[config.mk]
export PLATFORM = sky130hd
export DESIGN_NAME = fir_seq
export DESIGN_NICKNAME = d
export VERILOG_FILES = /design/src/rtl/fir_seq_pkg.sv /design/src/rtl/fir_seq_mac.sv /design/src/rtl/fir_seq.sv
export SDC_FILE = /design/constraint.sdc
export NUM_CORES = 1
export LEC_CHECK = 0
export ABC_AREA = 1
export ABC_CLOCK_PERIOD_IN_PS = 15700
export BUFFER_PORTS_ARGS = -buffer_cell sky130_fd_sc_hd__clkbuf_2
export CAP_MARGIN = 25
export CORE_ASPECT_RATIO = 0.9
export CORE_MARGIN = 3
export CORE_UTILIZATION = 50
export CTS_BUF_LIST = sky130_fd_sc_hd__clkbuf_16
export CTS_CLUSTER_SIZE = 12
export DETAILED_ROUTE_END_ITERATION = 10
export MAX_ROUTING_LAYER = met4
export PLACE_DENSITY = 0.68
export RECOVER_POWER = 50
export SETUP_SLACK_MARGIN = 0.4
export SYNTH_ARGS = -nofsm -noshare
export SYNTH_HDL_FRONTEND = slang
export SYNTH_SLANG_ARGS = --single-unit
export TNS_END_PERCENT = 10
[constraint.sdc]
create_clock -name clk -period 15.7 [get_ports clk]
set_input_delay 3.925 -clock clk [delete_from_list [all_inputs] [get_ports clk]]
set_output_delay 3.925 -clock clk [all_outputs]
set_load 0.05 [all_outputs]
[src/rtl/fir_seq_pkg.sv]
// Shared definitions for the FIR sequencer: FSM state encodings and the
// register-file layout (sample history first, coefficients right after).
package fir_seq_pkg;

  localparam logic [1:0] ST_CLEAR = 2'd0;
  localparam logic [1:0] ST_IDLE  = 2'd1;
  localparam logic [1:0] ST_MAC   = 2'd2;
  localparam logic [1:0] ST_OUT   = 2'd3;

  // Register 0 is kept out of the layout so it is never written.
  localparam logic [3:0] SAMP_BASE = 4'd1;

  // Coefficient block starts directly after the TAPS sample slots.
  function automatic logic [3:0] coef_base(input int taps);
    return SAMP_BASE + 4'(taps);
  endfunction

endpackage

[src/rtl/fir_seq_mac.sv]
// Multiply-accumulate datapath: W-bit signed product truncated to its low W
// bits, added into a wrapping accumulator with a synchronous clear.
module fir_seq_mac #(
  parameter int W = 32
) (
  input  logic         clk,
  input  logic         reset_n,
  input  logic         clr_i,
  input  logic         en_i,
  input  logic [W-1:0] a_i,
  input  logic [W-1:0] b_i,
  output logic [W-1:0] sum_o
);

  logic signed [W-1:0] prod_s;
  logic        [W-1:0] acc_q;
  logic        [W-1:0] acc_d;

  // Product and running sum; only the low W bits of the product are kept,
  // and those are identical for signed and unsigned operands.
  always_comb begin
    prod_s = $signed(a_i) * $signed(b_i);
    sum_o  = acc_q + prod_s;
    if (clr_i) begin
      acc_d = {W{1'b0}};
    end else if (en_i) begin
      acc_d = sum_o;
    end else begin
      acc_d = acc_q;
    end
  end

  // Accumulator register.
  always_ff @(posedge clk or negedge reset_n) begin
    if (!reset_n) begin
      acc_q <= {W{1'b0}};
    end else begin
      acc_q <= acc_d;
    end
  end

endmodule

[src/rtl/fir_seq.sv]
// Direct-form FIR sequencer driving an external dual-read/dual-write 16xW
// register file. Samples live in a circular history, coefficients in a
// separate block loaded through write port 2.
module fir_seq
  import fir_seq_pkg::*;
#(
  parameter int TAPS = 4,
  parameter int W    = 32
) (
  input  logic         clk,
  input  logic         reset_n,
  input  logic         in_valid,
  output logic         in_ready,
  input  logic [W-1:0] in_data,
  input  logic         cfg_we,
  output logic         cfg_ready,
  input  logic [2:0]   cfg_idx,
  input  logic [W-1:0] cfg_data,
  output logic         out_valid,
  input  logic         out_ready,
  output logic [W-1:0] out_data,
  output logic         rf_we1,
  output logic         rf_we2,
  output logic [3:0]   rf_a1,
  output logic [3:0]   rf_a2,
  output logic [3:0]   rf_wa1,
  output logic [3:0]   rf_wa2,
  output logic [W-1:0] rf_wd1,
  output logic [W-1:0] rf_wd2,
  input  logic [W-1:0] rf_rd1,
  input  logic [W-1:0] rf_rd2
);

  localparam logic [2:0] TAPS_L    = 3'(TAPS);
  localparam logic [2:0] LAST_TAP  = 3'(TAPS - 1);
  localparam logic [2:0] LAST_CLR  = 3'((TAPS + 1) / 2 - 1);
  localparam logic [3:0] COEF_BASE = coef_base(TAPS);

  logic [1:0]   state_q, state_d;
  logic [2:0]   head_q, head_d;
  logic [2:0]   k_q, k_d;
  logic [2:0]   clr_q, clr_d;
  logic         out_valid_q, out_valid_d;
  logic [W-1:0] out_data_q, out_data_d;

  logic [2:0]   head_nxt_s;
  logic [2:0]   tap_s;
  logic         mac_clr_s;
  logic         mac_en_s;
  logic [W-1:0] mac_sum_s;

  assign out_valid = out_valid_q;
  assign out_data  = out_data_q;

  // Ring-buffer arithmetic: next write slot and the slot read for tap k.
  always_comb begin
    if (head_q == LAST_TAP) begin
      head_nxt_s = 3'd0;
    end else begin
      head_nxt_s = head_q + 3'd1;
    end
    if (head_q >= k_q) begin
      tap_s = head_q - k_q;
    end else begin
      tap_s = head_q + TAPS_L - k_q;
    end
  end

  // FSM next state, handshakes and register-file port control; everything
  // towards the register file is forced quiet while reset is held.
  always_comb begin
    state_d     = state_q;
    head_d      = head_q;
    k_d         = k_q;
    clr_d       = clr_q;
    out_valid_d = out_valid_q;
    out_data_d  = out_data_q;
    in_ready    = 1'b0;
    cfg_ready   = 1'b0;
    rf_we1      = 1'b0;
    rf_wa1      = 4'd0;
    rf_wd1      = {W{1'b0}};
    rf_we2      = 1'b0;
    rf_wa2      = 4'd0;
    rf_wd2      = {W{1'b0}};
    rf_a1       = 4'd0;
    rf_a2       = 4'd0;
    mac_clr_s   = 1'b0;
    mac_en_s    = 1'b0;
    if (!reset_n) begin
      in_ready  = 1'b0;
      cfg_ready = 1'b0;
    end else begin
      case (state_q)
        ST_CLEAR: begin
          // Zero two history slots per cycle; coefficients are left alone.
          rf_we1 = 1'b1;
          rf_wa1 = SAMP_BASE + {clr_q, 1'b0};
          if ({clr_q, 1'b1} < 4'(TAPS)) begin
            rf_we2 = 1'b1;
            rf_wa2 = SAMP_BASE + {clr_q, 1'b1};
          end else begin
            rf_we2 = 1'b0;
          end
          if (clr_q == LAST_CLR) begin
            clr_d   = 3'd0;
            state_d = ST_IDLE;
          end else begin
            clr_d = clr_q + 3'd1;
          end
        end
        ST_IDLE: begin
          in_ready  = 1'b1;
          cfg_ready = 1'b1;
          if (in_valid) begin
            rf_we1    = 1'b1;
            rf_wa1    = SAMP_BASE + {1'b0, head_nxt_s};
            rf_wd1    = in_data;
            head_d    = head_nxt_s;
            k_d       = 3'd0;
            mac_clr_s = 1'b1;
            state_d   = ST_MAC;
          end else begin
            state_d = ST_IDLE;
          end
        end
        ST_MAC: begin
          // Newest sample pairs with c0, oldest with c(TAPS-1).
          rf_a1    = SAMP_BASE + {1'b0, tap_s};
          rf_a2    = COEF_BASE + {1'b0, k_q};
          mac_en_s = 1'b1;
          if (k_q == LAST_TAP) begin
            k_d         = 3'd0;
            out_data_d  = mac_sum_s;
            out_valid_d = 1'b1;
            state_d     = ST_OUT;
          end else begin
            k_d = k_q + 3'd1;
          end
        end
        ST_OUT: begin
          cfg_ready = 1'b1;
          if (out_ready) begin
            out_valid_d = 1'b0;
            state_d     = ST_IDLE;
          end else begin
            out_valid_d = 1'b1;
          end
        end
        default: begin
          state_d = ST_CLEAR;
          clr_d   = 3'd0;
        end
      endcase
      // Coefficient writes use port 2; out-of-range indices are dropped.
      if (cfg_ready && cfg_we && (cfg_idx < TAPS_L)) begin
        rf_we2 = 1'b1;
        rf_wa2 = COEF_BASE + {1'b0, cfg_idx};
        rf_wd2 = cfg_data;
      end else begin
        mac_en_s = mac_en_s & reset_n;
      end
    end
  end

  // Sequencer state registers.
  always_ff @(posedge clk or negedge reset_n) begin
    if (!reset_n) begin
      state_q     <= ST_CLEAR;
      head_q      <= LAST_TAP;
      k_q         <= 3'd0;
      clr_q       <= 3'd0;
      out_valid_q <= 1'b0;
      out_data_q  <= {W{1'b0}};
    end else begin
      state_q     <= state_d;
      head_q      <= head_d;
      k_q         <= k_d;
      clr_q       <= clr_d;
      out_valid_q <= out_valid_d;
      out_data_q  <= out_data_d;
    end
  end

  fir_seq_mac #(
    .W(W)
  ) u_mac (
    .clk     (clk),
    .reset_n (reset_n),
    .clr_i   (mac_clr_s),
    .en_i    (mac_en_s),
    .a_i     (rf_rd1),
    .b_i     (rf_rd2),
    .sum_o   (mac_sum_s)
  );

endmodule

==> key figures <==
Synthesis
  – Synth top cells by count: inv_1, nand2_1, fa_1
  – Post-synthesis cell type count: 50
  – Cell area after synthesis: 22300 sq um
  – FFs w/ async S/R, synth: 100%
  – Synthesized area per cell: 7.39 sq um
  – Post-synth net total: 3765
  – Ys Warns: 0
  – Top-area cell type share of the netlist area: 39.4%
  – Most frequent cell after synthesis: inv_1
  – Synth area leaders: fa_1, inv_1, nand2_1
  – Synth Flop Type: dfrtp_1
  – Seq/Total Area, Yosys: 8.52%
  – Seq cells post-synth: 76
  – Cell taking the most area after synthesis: fa_1
  – Post-synth EDFFs: 0
  – Post-Synthesis Cells: 3021

STA
  – Clock Skews: 0.00950 ns
  – Final setup viols: 0
  – Final Hold Fails: 0
  – Slew HR: -28.0%
  – Final Cycle Share: 71.0%
  – Post-Route Setup TNS: 0 ns
  – RSZ-0062 raised after global routing: no
  – Fmax: 89.7 MHz
  – Pins Over Slew Limit: 86
  – Measured slew at the worst slew-check pin: 1.92 ns
  – Final min period: 11.14 ns

Clock tree
  – Post-CTS Setup Bufs: 0
  – CTS resizes: 0
  – CTS Sinks: 76
  – CTS tree: done
  – TritonCTS buffer count: 9
  – CTS Hold Buffers Added: 0
  – H-tree Lvls: 3
  – Bufs on Longest Clock Path: 2
  – Worst-path clk slew: 0.06 ns
  – Worst skew pair latency: 0.34 ns
  – Clock root buffer: clkbuf_16

Status
  – Failing checks: max-capacitance violations, max-slew violations
  – Status: finished with violations

Detailed routing
  – Post-route ant nets: 0
  – Vias per cell: 4.94
  – Initial DRC count: 1222
  – DRT Pass-1 Iters: 5
  – DRC viols: 0
  – Via count: 18566
  – Routed wire length: 61.3 mm
  – Wire per inst: 16.3 microns

Place
  – Port bufs: 252
  – Dpl hpwl: 51.7 mm
  – RD Place Congestion: 0.959

Setup path
  – CP max stage cell: clkbuf_1
  – Worst-path cell chain: clkbuf_1 > nand2_1 > fa_1 > fa_1 > fa_1 > fa_1 > inv_1 > fa_1 > fa_1 > fa_1 > inv_1 > fa_1 > inv_1 > ha_1 > a21oi_1 > inv_1 > a21oi_1 > inv_1 > a21oi_1 > o21ai_0 > nor2_1 > nand3_1 > nand3_1 > nand2_1
  – FF-to-FF End: u_mac.acc_q[29]$_DFFE_PN0P_
  – Crit path launch type: input port
  – Cell depth of the worst flop-to-flop path: 21
  – Crit Path Class: input port to flip-flop
  – Worst reg2reg setup slack: 9.12 ns
  – Most used cell along the critical path: fa_1
  – CP max FO: 32
  – Critical path required time: 15.92 ns
  – Critical R2R Launch: u_mac.acc_q[17]$_DFFE_PN0P_
  – Slowest stage delay, CP: 1.18 ns
  – CP arrival: 11.36 ns
  – Setup crit end kind: flip-flop

GRT
  – Gr busiest metal: met2
  – Number of global-route vias before repair: 19473
  – Met3 Use GR: 3.51%
  – First-pass GRT wire length: 99.9 mm
  – Largest net degree at the start of global routing: 64
  – Initial antenna violation count: 1
  – Total congestion overflow: 0
  – Total GRT Usage: 27.4%
  – Met1 Usage GRT: 34.0%
  – GRT met2 Usage: 47.8%

Layout
  – Synth-to-Final Area Change: 7.81%
  – Share of layout cells above drive strength 1: 8.43%
  – NumNets Final: 3908

Floorplan
  – Initial Util: 51.3%
  – Core area: 43500 sq um
  – Die area: 47300 sq um
  – I/O pin total: 253
  – Die Y: 207 microns
  – Die X: 229 microns
  – Rows: 72

Hold path
  – Worst Hold Depth: 2
  – Hold wc startpoint: out_data[27]$_DFFE_PN0P_
  – End of the worst hold path: out_data[27]$_DFFE_PN0P_
  – Hold Path Class: flip-flop to flip-flop

Job
  – MaxCap Viol Count: 2
[stage by stage]
| step | hold WS (ns) | area (sq um) | std cells | util [%] | setup slack [ns] |
|---|---|---|---|---|---|
| 2_1_floorplan | 0.459 | 22300 | 3021 | - | 5.57 |
| 3_3_place_gp | 0.471 | 23800 | 3745 | 54.8 | 5.00 |
| 3_5_place_dp | 0.469 | 23800 | 3745 | 54.8 | 4.93 |
| 4_1_cts | 0.481 | 24100 | 3760 | 55.5 | 5.28 |
| 5_1_grt | 0.500 | 24100 | 3761 | 55.4 | 4.09 |
| 6_report | 0.478 | 24100 | 3761 | 55.4 | 4.56 |
[how the worst max path moves through the flow]
stage / startpoint / endpoint / slack, ns / cells past startpoint
after floorplan: rf_rd1[12] / u_mac.acc_q[30]$_DFFE_PN0P_ / 5.57 / 26
after global placement: rf_rd2[5] / u_mac.acc_q[31]$_DFFE_PN0P_ / 5.00 / 26
after detailed placement: rf_rd2[0] / out_data[31]$_DFFE_PN0P_ / 4.93 / 24
after CTS: rf_rd2[0] / out_data[31]$_DFFE_PN0P_ / 5.28 / 24
after global routing: rf_rd2[0] / out_data[31]$_DFFE_PN0P_ / 4.09 / 24
final: rf_rd2[0] / out_data[31]$_DFFE_PN0P_ / 4.56 / 24
[area by class of cell]
class,instances,area (sq um)
timing repair buffer,259,1260
tap,592,741
clock inverter,6,66.3
fill,4205,19400
clock buffer,9,225
antenna,1,2.50
inverter,996,3740
sequential,76,1900
multi-input combinational,1822,16100
[metal layers]
metal	up-vias	wire (microns)
met2	560	31600
li1	8708	-
met4	0	1640
met1	9215	24600
met3	83	3440
met5	-	0
[cell families after synthesis]
family / Yosys count / share of synthesized area [%]
xor gates and xnor gates: 34 / 1.33
adders and majority gates: 608 / 48.8
DFF: 76 / 8.52
AOI/OAI and AO/OA: 148 / 3.88
and+or+nand+nor: 1032 / 18.2
buffers and inverters: 1123 / 19.2
[flip-flops by register name, indices dropped and copies added (netlist names)]
name / count
head_q: 3
k_q: 3
out_valid: 1
out_data: 32
u_mac.acc_q: 32
clr_q: 3
state_q: 2
[placed cells by master, fill, tap and decap left out, types with 3 or more instances in the layout]
| master | n |
|---|---|
| a211oi_1 | 5 |
| a21o_1 | 3 |
| a21oi_1 | 33 |
| a21oi_2 | 6 |
| a31oi_1 | 3 |
| buf_4 | 4 |
| clkbuf_1 | 38 |
| clkbuf_16 | 9 |
| clkbuf_2 | 217 |
| clkinv_4 | 3 |
| dfrtp_1 | 74 |
| fa_1 | 440 |
| ha_1 | 168 |
| inv_1 | 993 |
| nand2_1 | 820 |
| nand2_2 | 3 |
| nand3_1 | 73 |
| nand3_2 | 4 |
| nand3b_1 | 5 |
| nor2_1 | 105 |
| nor3_1 | 4 |
| o21ai_0 | 64 |
| o21ai_1 | 3 |
| o21ai_2 | 4 |
| o22ai_1 | 12 |
| or2_1 | 5 |
| or2_2 | 6 |
| xnor2_1 | 11 |
| xor2_1 | 23 |
[worst max-delay path: cells and delay by family]
kind,cells,cell delay (ns)
simple gates,5,0.69
buf+inv,6,1.50
compound gates,4,0.76
fa+ha+maj,9,4.47
Power is left out: the tool's default activity adds up to more than one toggle a clock period on the data nets, which glitch-free logic cannot reach.
